===== src/rtl/capture_sequencer_if.sv =====
`default_nettype none
// ============================================================================
//  Module      : capture_sequencer_if
//  Description : Sample-stream, SPRAM and UART-transmit signal bundle for the
//                triggered I/Q snapshot sequencer.
//  Revision    : 1.0 - initial release
// ============================================================================
interface capture_sequencer_if #(
    parameter int AW = 8
);
    logic          arm;
    logic          abort;
    logic          sample_stb;
    logic [7:0]    i_value;
    logic [7:0]    q_value;
    logic [AW-1:0] ram_addr;
    logic [15:0]   ram_wdata;
    logic          ram_wren;
    logic [15:0]   ram_rdata;
    logic [7:0]    tx_dat;
    logic          tx_start;
    logic          tx_busy;
    logic          armed;
    logic          done;

    // Sequencer side
    modport slave (
        input  arm, abort, sample_stb, i_value, q_value, ram_rdata, tx_busy,
        output ram_addr, ram_wdata, ram_wren, tx_dat, tx_start, armed, done
    );

    // Controller / environment side
    modport master (
        output arm, abort, sample_stb, i_value, q_value, ram_rdata, tx_busy,
        input  ram_addr, ram_wdata, ram_wren, tx_dat, tx_start, armed, done
    );
endinterface
`default_nettype wire


===== src/rtl/capture_sequencer.sv =====
`default_nettype none
// ============================================================================
//  Module      : capture_sequencer
//  Description : Re-armable triggered I/Q capture into SPRAM followed by a
//                UART dump (sync byte, then I/Q bytes in address order).
//  Revision    : 1.0 - initial release
// ============================================================================
module capture_sequencer #(
    parameter int         DEPTH  = 256,
    parameter int         AW     = 8,
    parameter logic [8:0] THRESH = 9'd64,
    parameter logic [7:0] SYNC   = 8'hA5
) (
    input  wire logic            clk,
    input  wire logic            rst_n,
    capture_sequencer_if.slave   bus
);

    localparam logic [AW-1:0] LAST_ADDR = AW'(DEPTH - 1);

    typedef enum logic [2:0] {
        S_IDLE      = 3'd0,
        S_WAIT_TRIG = 3'd1,
        S_CAPTURE   = 3'd2,
        S_RD        = 3'd3,
        S_SEND      = 3'd4,
        S_WAIT_TX   = 3'd5,
        S_DONE      = 3'd6
    } state_t;

    state_t        state_q;
    logic [AW-1:0] ram_addr_q;
    logic [15:0]   ram_wdata_q;
    logic          ram_wren_q;
    logic [7:0]    tx_dat_q;
    logic          tx_start_q;
    logic          armed_q;
    logic          done_q;
    logic          sync_q;    // next byte to send is the sync byte
    logic          hi_q;      // byte phase: 0 = I (low), 1 = Q (high)
    logic          guard_q;   // first WAIT_TX cycle, tx_busy not yet valid

    // Saturating magnitude so that -128 maps to 127 and |I|+|Q| fits 254
    function automatic logic [7:0] abs_sat(input logic [7:0] v);
        if (v == 8'h80)
            return 8'd127;
        else if (v[7])
            return 8'd0 - v;
        else
            return v;
    endfunction

    logic [8:0] mag;
    logic       trig;
    assign mag  = {1'b0, abs_sat(bus.i_value)} + {1'b0, abs_sat(bus.q_value)};
    assign trig = bus.sample_stb && (mag >= THRESH);

    assign bus.ram_addr  = ram_addr_q;
    assign bus.ram_wdata = ram_wdata_q;
    assign bus.ram_wren  = ram_wren_q;
    assign bus.tx_dat    = tx_dat_q;
    assign bus.tx_start  = tx_start_q;
    assign bus.armed     = armed_q;
    assign bus.done      = done_q;

    // Sequencer FSM: trigger, capture, then byte-by-byte UART dump
    always_ff @(posedge clk or negedge rst_n) begin
        if (!rst_n) begin
            state_q     <= S_IDLE;
            ram_addr_q  <= '0;
            ram_wdata_q <= '0;
            ram_wren_q  <= 1'b0;
            tx_dat_q    <= '0;
            tx_start_q  <= 1'b0;
            armed_q     <= 1'b0;
            done_q      <= 1'b0;
            sync_q      <= 1'b0;
            hi_q        <= 1'b0;
            guard_q     <= 1'b0;
        end else begin
            // Strobes are single-cycle unless re-asserted below
            ram_wren_q <= 1'b0;
            tx_start_q <= 1'b0;
            if (bus.abort) begin
                state_q    <= S_IDLE;
                ram_addr_q <= '0;
                armed_q    <= 1'b0;
                done_q     <= 1'b0;
                sync_q     <= 1'b0;
                hi_q       <= 1'b0;
                guard_q    <= 1'b0;
            end else begin
                case (state_q)
                    S_IDLE: begin
                        ram_addr_q <= '0;
                        if (bus.arm) begin
                            armed_q <= 1'b1;
                            state_q <= S_WAIT_TRIG;
                        end
                    end
                    S_WAIT_TRIG: begin
                        // Triggering sample becomes the write at address 0
                        if (trig) begin
                            ram_wren_q  <= 1'b1;
                            ram_wdata_q <= {bus.q_value, bus.i_value};
                            armed_q     <= 1'b0;
                            state_q     <= S_CAPTURE;
                        end
                    end
                    S_CAPTURE: begin
                        // ram_addr advances after each write so that
                        // back-to-back strobes land on consecutive addresses
                        if (ram_wren_q && ram_addr_q == LAST_ADDR) begin
                            ram_addr_q <= '0;
                            sync_q     <= 1'b1;
                            hi_q       <= 1'b0;
                            state_q    <= S_RD;
                        end else begin
                            if (ram_wren_q)
                                ram_addr_q <= ram_addr_q + AW'(1);
                            if (bus.sample_stb) begin
                                ram_wren_q  <= 1'b1;
                                ram_wdata_q <= {bus.q_value, bus.i_value};
                            end
                        end
                    end
                    S_RD: begin
                        state_q <= S_SEND;
                    end
                    S_SEND: begin
                        if (!bus.tx_busy) begin
                            if (sync_q)
                                tx_dat_q <= SYNC;
                            else if (hi_q)
                                tx_dat_q <= bus.ram_rdata[15:8];
                            else
                                tx_dat_q <= bus.ram_rdata[7:0];
                            tx_start_q <= 1'b1;
                            guard_q    <= 1'b1;
                            state_q    <= S_WAIT_TX;
                        end
                    end
                    S_WAIT_TX: begin
                        if (guard_q) begin
                            guard_q <= 1'b0;
                        end else if (!bus.tx_busy) begin
                            if (sync_q) begin
                                sync_q  <= 1'b0;
                                hi_q    <= 1'b0;
                                state_q <= S_RD;
                            end else if (!hi_q) begin
                                // Same word still on ram_rdata, no re-read
                                hi_q    <= 1'b1;
                                state_q <= S_SEND;
                            end else if (ram_addr_q != LAST_ADDR) begin
                                hi_q       <= 1'b0;
                                ram_addr_q <= ram_addr_q + AW'(1);
                                state_q    <= S_RD;
                            end else begin
                                hi_q    <= 1'b0;
                                done_q  <= 1'b1;
                                state_q <= S_DONE;
                            end
                        end
                    end
                    S_DONE: begin
                        if (bus.arm) begin
                            ram_addr_q <= '0;
                            done_q     <= 1'b0;
                            armed_q    <= 1'b1;
                            state_q    <= S_WAIT_TRIG;
                        end
                    end
                    default: begin
                        state_q <= S_IDLE;
                    end
                endcase
            end
        end
    end

endmodule
`default_nettype wire


===== src/flat_wrapper.sv =====
// flat-port wrapper written by rule: the top's interface ports become plain ports
module capture_sequencer_flat 
#(
    parameter int         DEPTH  = 256,
    parameter int         AW     = 8,
    parameter logic [8:0] THRESH = 9'd64,
    parameter logic [7:0] SYNC   = 8'hA5
)
  (clk, rst_n, bus_arm, bus_abort, bus_sample_stb, bus_i_value, bus_q_value, bus_ram_rdata, bus_tx_busy, bus_ram_addr, bus_ram_wdata, bus_ram_wren, bus_tx_dat, bus_tx_start, bus_armed, bus_done);
  capture_sequencer_if #(.AW(AW)) bus_i ();
  input  wire logic clk;
  input  wire logic rst_n;
  input wire logic [$bits(bus_i.arm)-1:0] bus_arm;
  input wire logic [$bits(bus_i.abort)-1:0] bus_abort;
  input wire logic [$bits(bus_i.sample_stb)-1:0] bus_sample_stb;
  input wire logic [$bits(bus_i.i_value)-1:0] bus_i_value;
  input wire logic [$bits(bus_i.q_value)-1:0] bus_q_value;
  input wire logic [$bits(bus_i.ram_rdata)-1:0] bus_ram_rdata;
  input wire logic [$bits(bus_i.tx_busy)-1:0] bus_tx_busy;
  output wire logic [$bits(bus_i.ram_addr)-1:0] bus_ram_addr;
  output wire logic [$bits(bus_i.ram_wdata)-1:0] bus_ram_wdata;
  output wire logic [$bits(bus_i.ram_wren)-1:0] bus_ram_wren;
  output wire logic [$bits(bus_i.tx_dat)-1:0] bus_tx_dat;
  output wire logic [$bits(bus_i.tx_start)-1:0] bus_tx_start;
  output wire logic [$bits(bus_i.armed)-1:0] bus_armed;
  output wire logic [$bits(bus_i.done)-1:0] bus_done;
  assign bus_i.arm = bus_arm;
  assign bus_i.abort = bus_abort;
  assign bus_i.sample_stb = bus_sample_stb;
  assign bus_i.i_value = bus_i_value;
  assign bus_i.q_value = bus_q_value;
  assign bus_i.ram_rdata = bus_ram_rdata;
  assign bus_i.tx_busy = bus_tx_busy;
  assign bus_ram_addr = bus_i.ram_addr;
  assign bus_ram_wdata = bus_i.ram_wdata;
  assign bus_ram_wren = bus_i.ram_wren;
  assign bus_tx_dat = bus_i.tx_dat;
  assign bus_tx_start = bus_i.tx_start;
  assign bus_armed = bus_i.armed;
  assign bus_done = bus_i.done;
  capture_sequencer #(.DEPTH(DEPTH), .AW(AW), .THRESH(THRESH), .SYNC(SYNC)) u_core (.clk(clk), .rst_n(rst_n), .bus(bus_i));
endmodule

===== config.mk =====
export PLATFORM = sky130hd
export DESIGN_NAME = capture_sequencer_flat
export DESIGN_NICKNAME = d
export VERILOG_FILES = /design/src/rtl/capture_sequencer_if.sv /design/src/rtl/capture_sequencer.sv /design/src/flat_wrapper.sv
export SDC_FILE = /design/constraint.sdc
export NUM_CORES = 1
export LEC_CHECK = 0
export CORE_MARGIN = 2
export CORE_UTILIZATION = 35
export CTS_CLUSTER_SIZE = 12
export DETAILED_ROUTE_END_ITERATION = 16
export PLACE_DENSITY = 0.71
export SETUP_SLACK_MARGIN = 0.3
export SKIP_LAST_GASP = 1
export SYNTH_ARGS = -nofsm -noshare
export SYNTH_HDL_FRONTEND = slang
export SYNTH_SLANG_ARGS = --single-unit

===== constraint.sdc =====
create_clock -name clk -period 2.3 [get_ports clk]
set_input_delay 0.46 -clock clk [delete_from_list [all_inputs] [get_ports clk]]
set_output_delay 0.46 -clock clk [all_outputs]
set_load 0.01 [all_outputs]

==> flow_summary.toml <==
[sta]
finalHoldViolCount = 0
clock_skew_ps = 10.1
number_of_max_slew_violations_in_the_final_report = 0
portion_of_the_clock_cycle_consumed_by_the_worst_path_in_the_final_layout_pct = 136
whs_ps = 134
timing.fmax_ghz = 0.320
layout_setup_ws_ps = -823
unrepaired_setup_endpoints_after_global_routing = "yes"
tightest_pin_transition_ps = 532
final_period_minus_worst_setup_slack_ps = 3120
setup_viol = 21
slew_headroom_pct = 64.6

[critical_path]
critical_path.top_delay_family = "compound AO/OA/AOI/OAI gates"
timing.critical_path.buf_inv = 5
critical_path.max_fanout = 4
crit_path_end_kind = "register"
critical_path.slowest_cell = "sky130_fd_sc_hd__ha_1"
slowest_delay_ps = 350
worstSetupPathType = "input port to register"
critical_path_required_ps = 2480
worst_setup_path_start_kind = "input port"
worst_ep_arrival_time_ps = 3300
worstPathCellList = "clkdlybuf4s15_1 -> and3b_2 -> buf_6 -> a211oi_4 -> a21oi_2 -> ha_1 -> a211oi_2 -> o21ai_2 -> xnor2_2 -> a211oi_2 -> o211a_1 -> buf_6 -> buf_12 -> buf_16 -> mux2_4"

[clocking]
h-tree-depth = 2
cts_inserted_buffers = 5
tritoncts = "done"
clockRootBuffer = "sky130_fd_sc_hd__clkbuf_8"
clock_tree.buffer_depth = 2
worst_skew_pair.late_latency_ps = 300
cts.sink_count = 42
clkTransAtPathRegs_ps = 80

[route]
route.antenna.remaining_nets = 0
detailroute.via_count = 2596
post_route_drc_violation_count = 0
drc_marker_count_from_the_first_detailed_route_iteration = 110
top_layer = "met4"
vias_per_cell = 4.99
met1Wirelength_mm = 3.25
post_drt_wl_per_cell_um = 15.2
met3WireLength_um = 328
drt-pass1-iter-count = 4
met2RoutedLength_mm = 4.22
postRouteWirelength_mm = 7.90

[finish]
area.growth.synth_to_final_pct = 61.4
final_net_count = 467
antenna_cells = 0
area_used_by_multi_input_combinational_logic_um2 = 1880
final.fill_count = 646
final_layout_size_suffix_gt1_share_pct = 35.4
area.sequential_um2 = 1050

[job]
timing.max_cap.violations = 0

[synth]
synth_top_family_by_area = "simple AND/OR/NAND/NOR gates"
synthDistinctLibCells = 54
synth-compound-area-share_pct = 18.3
syn_inst = 294
synth-async-reset-ratio_pct = 100
synth_xor_xnor_area_share_pct = 2.56
yosysWarnings = 0
synth_fa_ha_area_share_pct = 5.76
ys_dominant_reg_cell = "sky130_fd_sc_hd__dfrtp_1"
ys_ff_latch = 42
synth_seq_area_share_pct = 38.4
number_of_synthesized_flops_with_an_enable_pin = 0
synth-simple-area-share_pct = 20.7
post_synth_instance_area_um2 = 2740
syn-num-nets = 344
syn_avg_cell_area_um2 = 9.31
post_synth_mux_area_share_pct = 9.65

[floorplanning]
dieWidth_um = 92.4
num_io_pins = 74
die_h_um = 92.4
placementRows = 32
start_util_pct = 35.8
dieArea_um2 = 8540
area_of_the_placeable_core_um2 = 7650

[power]
worst_ir_drop_vdd_mv = 0.501
powerDensity_nw_per_um2 = 847
totalPowerFinal_mw = 3.74
leakagePower_nw = 1.93

[placement]
dpl.hpwl_mm = 5.40
numPortBuffers = 73
gp_congestion = 0.949

[global_route]
antenna_violations_before_repair = 0
grt_start_max_net_pins = 24
globalRoute.totalOverflow = 0
grt_pass1_vias = 2683
grt_first_pass_wirelength_mm = 12.8
grt_use_total_pct = 18.3

[worst_hold_path]
timing.hold.worst.class = "input port to asynchronous set/reset pin"

[outcome]
violated_checks = "setup timing"
run_status = "finished, violations left"
-- state kept, by name, summed over array words and instances, names as in the netlist --
name / cells
u_core.bus.ram_wdata: 16
u_core.guard_q: 1
u_core.bus.ram_wren: 1
u_core.bus.ram_addr: 8
u_core.state_q: 3
u_core.bus.done: 1
u_core.sync_q: 1
u_core.bus.tx_dat: 8
u_core.bus.armed: 1
u_core.hi_q: 1
u_core.bus.tx_start: 1
-- final cells by class --
class,count,area share [%]
timing repair buffer,130,27.4
inverter,11,0.935
sequential,42,23.8
multi-input combinational,227,42.5
tap,102,2.89
clock inverter,3,0.907
clock buffer,5,1.56
-- where the power goes --
group,total (mW),leakage (nW),internal [mW],switching [mW]
Combinational,1.98,1.33,1.14,0.834
Clock,0.589,0.0579,0.320,0.269
Sequential,1.17,0.540,0.985,0.186
Total,3.74,1.93,2.45,1.29
-- kinds of logic (layout without fill, tap and decap cells) --
| family | count (synthesis) | count (layout) |
|---|---|---|
| AND/OR/NAND/NOR | 112 | 112 |
| AO/OA/AOI/OAI | 74 | 74 |
| flip-flops | 42 | 42 |
| buffers and inverters | 25 | 149 |
| multiplexers | 21 | 21 |
| adder cells (fa/ha/maj) | 12 | 12 |
| XOR/XNOR | 8 | 8 |
-- cell usage in the layout, fill, tap and decap left out, types with 5 or more instances in the layout --
cell type / count
sky130_fd_sc_hd__nand2_1: 34
sky130_fd_sc_hd__a21oi_1: 13
sky130_fd_sc_hd__ha_4: 5
sky130_fd_sc_hd__nand2b_1: 7
sky130_fd_sc_hd__inv_1: 8
sky130_fd_sc_hd__xor2_1: 7
sky130_fd_sc_hd__nor2b_1: 5
sky130_fd_sc_hd__o21ai_0: 13
sky130_fd_sc_hd__buf_4: 48
sky130_fd_sc_hd__o31ai_1: 6
sky130_fd_sc_hd__clkbuf_8: 5
sky130_fd_sc_hd__buf_2: 6
sky130_fd_sc_hd__dfrtp_1: 42
sky130_fd_sc_hd__buf_6: 8
sky130_fd_sc_hd__mux2_4: 16
sky130_fd_sc_hd__mux2i_1: 5
sky130_fd_sc_hd__nor2_1: 24
sky130_fd_sc_hd__nand3_1: 5
sky130_fd_sc_hd__clkdlybuf4s50_1: 55
sky130_fd_sc_hd__ha_1: 5
-- layer usage --
metal | vias to the layer above | track usage [%]
met2 | 59 | 34.0
met5 | - | 0
met3 | 10 | 2.44
li1 | 1294 | -
met4 | 0 | 4.23
met1 | 1233 | 22.4
-- final timing paths --
kind / from / cells after the start / slack, ps / end
max in group asynchronous: rst_n / 2 / 1560 / u_core.bus.ram_wdata[2]
max: bus_q_value[6] / 15 / -820 / u_core.bus.ram_wdata[3]
max reg2reg: u_core.bus.ram_addr[0] / 9 / 110 / u_core.bus.ram_wdata[3]
min reg2reg: u_core.bus.tx_dat[3] / 2 / 490 / u_core.bus.tx_dat[3]
min in group clk: bus_q_value[1] / 2 / 390 / u_core.bus.ram_wdata[9]
min: rst_n / 1 / 130 / u_core.state_q[0]
-- metrics by stage --
step / TNS [ps] / util (%) / instance area [um2] / setup WS, ps / cells
finish: -14650 / 57.8 / 4420 / -823 / 520
global route: -16710 / 57.8 / 4420 / -912 / 520
CTS: -11350 / 56.2 / 4300 / -653 / 516
detailed placement: -26020 / 51.1 / 3910 / -1330 / 495
global placement: -24580 / 51.1 / 3910 / -1250 / 495
floorplan: -11430 / - / 2830 / -664 / 294
-- synth_stat cells (all sizes together) (4+ instances only) --
cell / number / area share (%)
a2111oi: 6 / 2.1
a211oi: 6 / 1.6
a21oi: 15 / 2.7
and2: 4 / 0.91
buf: 9 / 2.4
clkbuf: 5 / 0.73
dfrtp: 42 / 38
ha: 11 / 5.0
inv: 11 / 1.5
mux2: 16 / 7.8
mux2i: 5 / 1.8
nand2: 40 / 5.5
nand2b: 9 / 2.3
nand3: 6 / 1.3
nor2: 27 / 3.8
nor2b: 7 / 1.6
o211ai: 4 / 1.1
o21ai: 18 / 3.4
o31ai: 8 / 2.2
xor2: 7 / 2.2
-- what timing repair did --
item	4_1_cts	5_1_grt
pin swaps	28	15
hold buffers	0	0
gates cloned	2	0
setup buffers	11	4
resized for setup	91	28
setup endpoints to repair	24	34
Note: power is estimated with default switching activity, not from simulation.
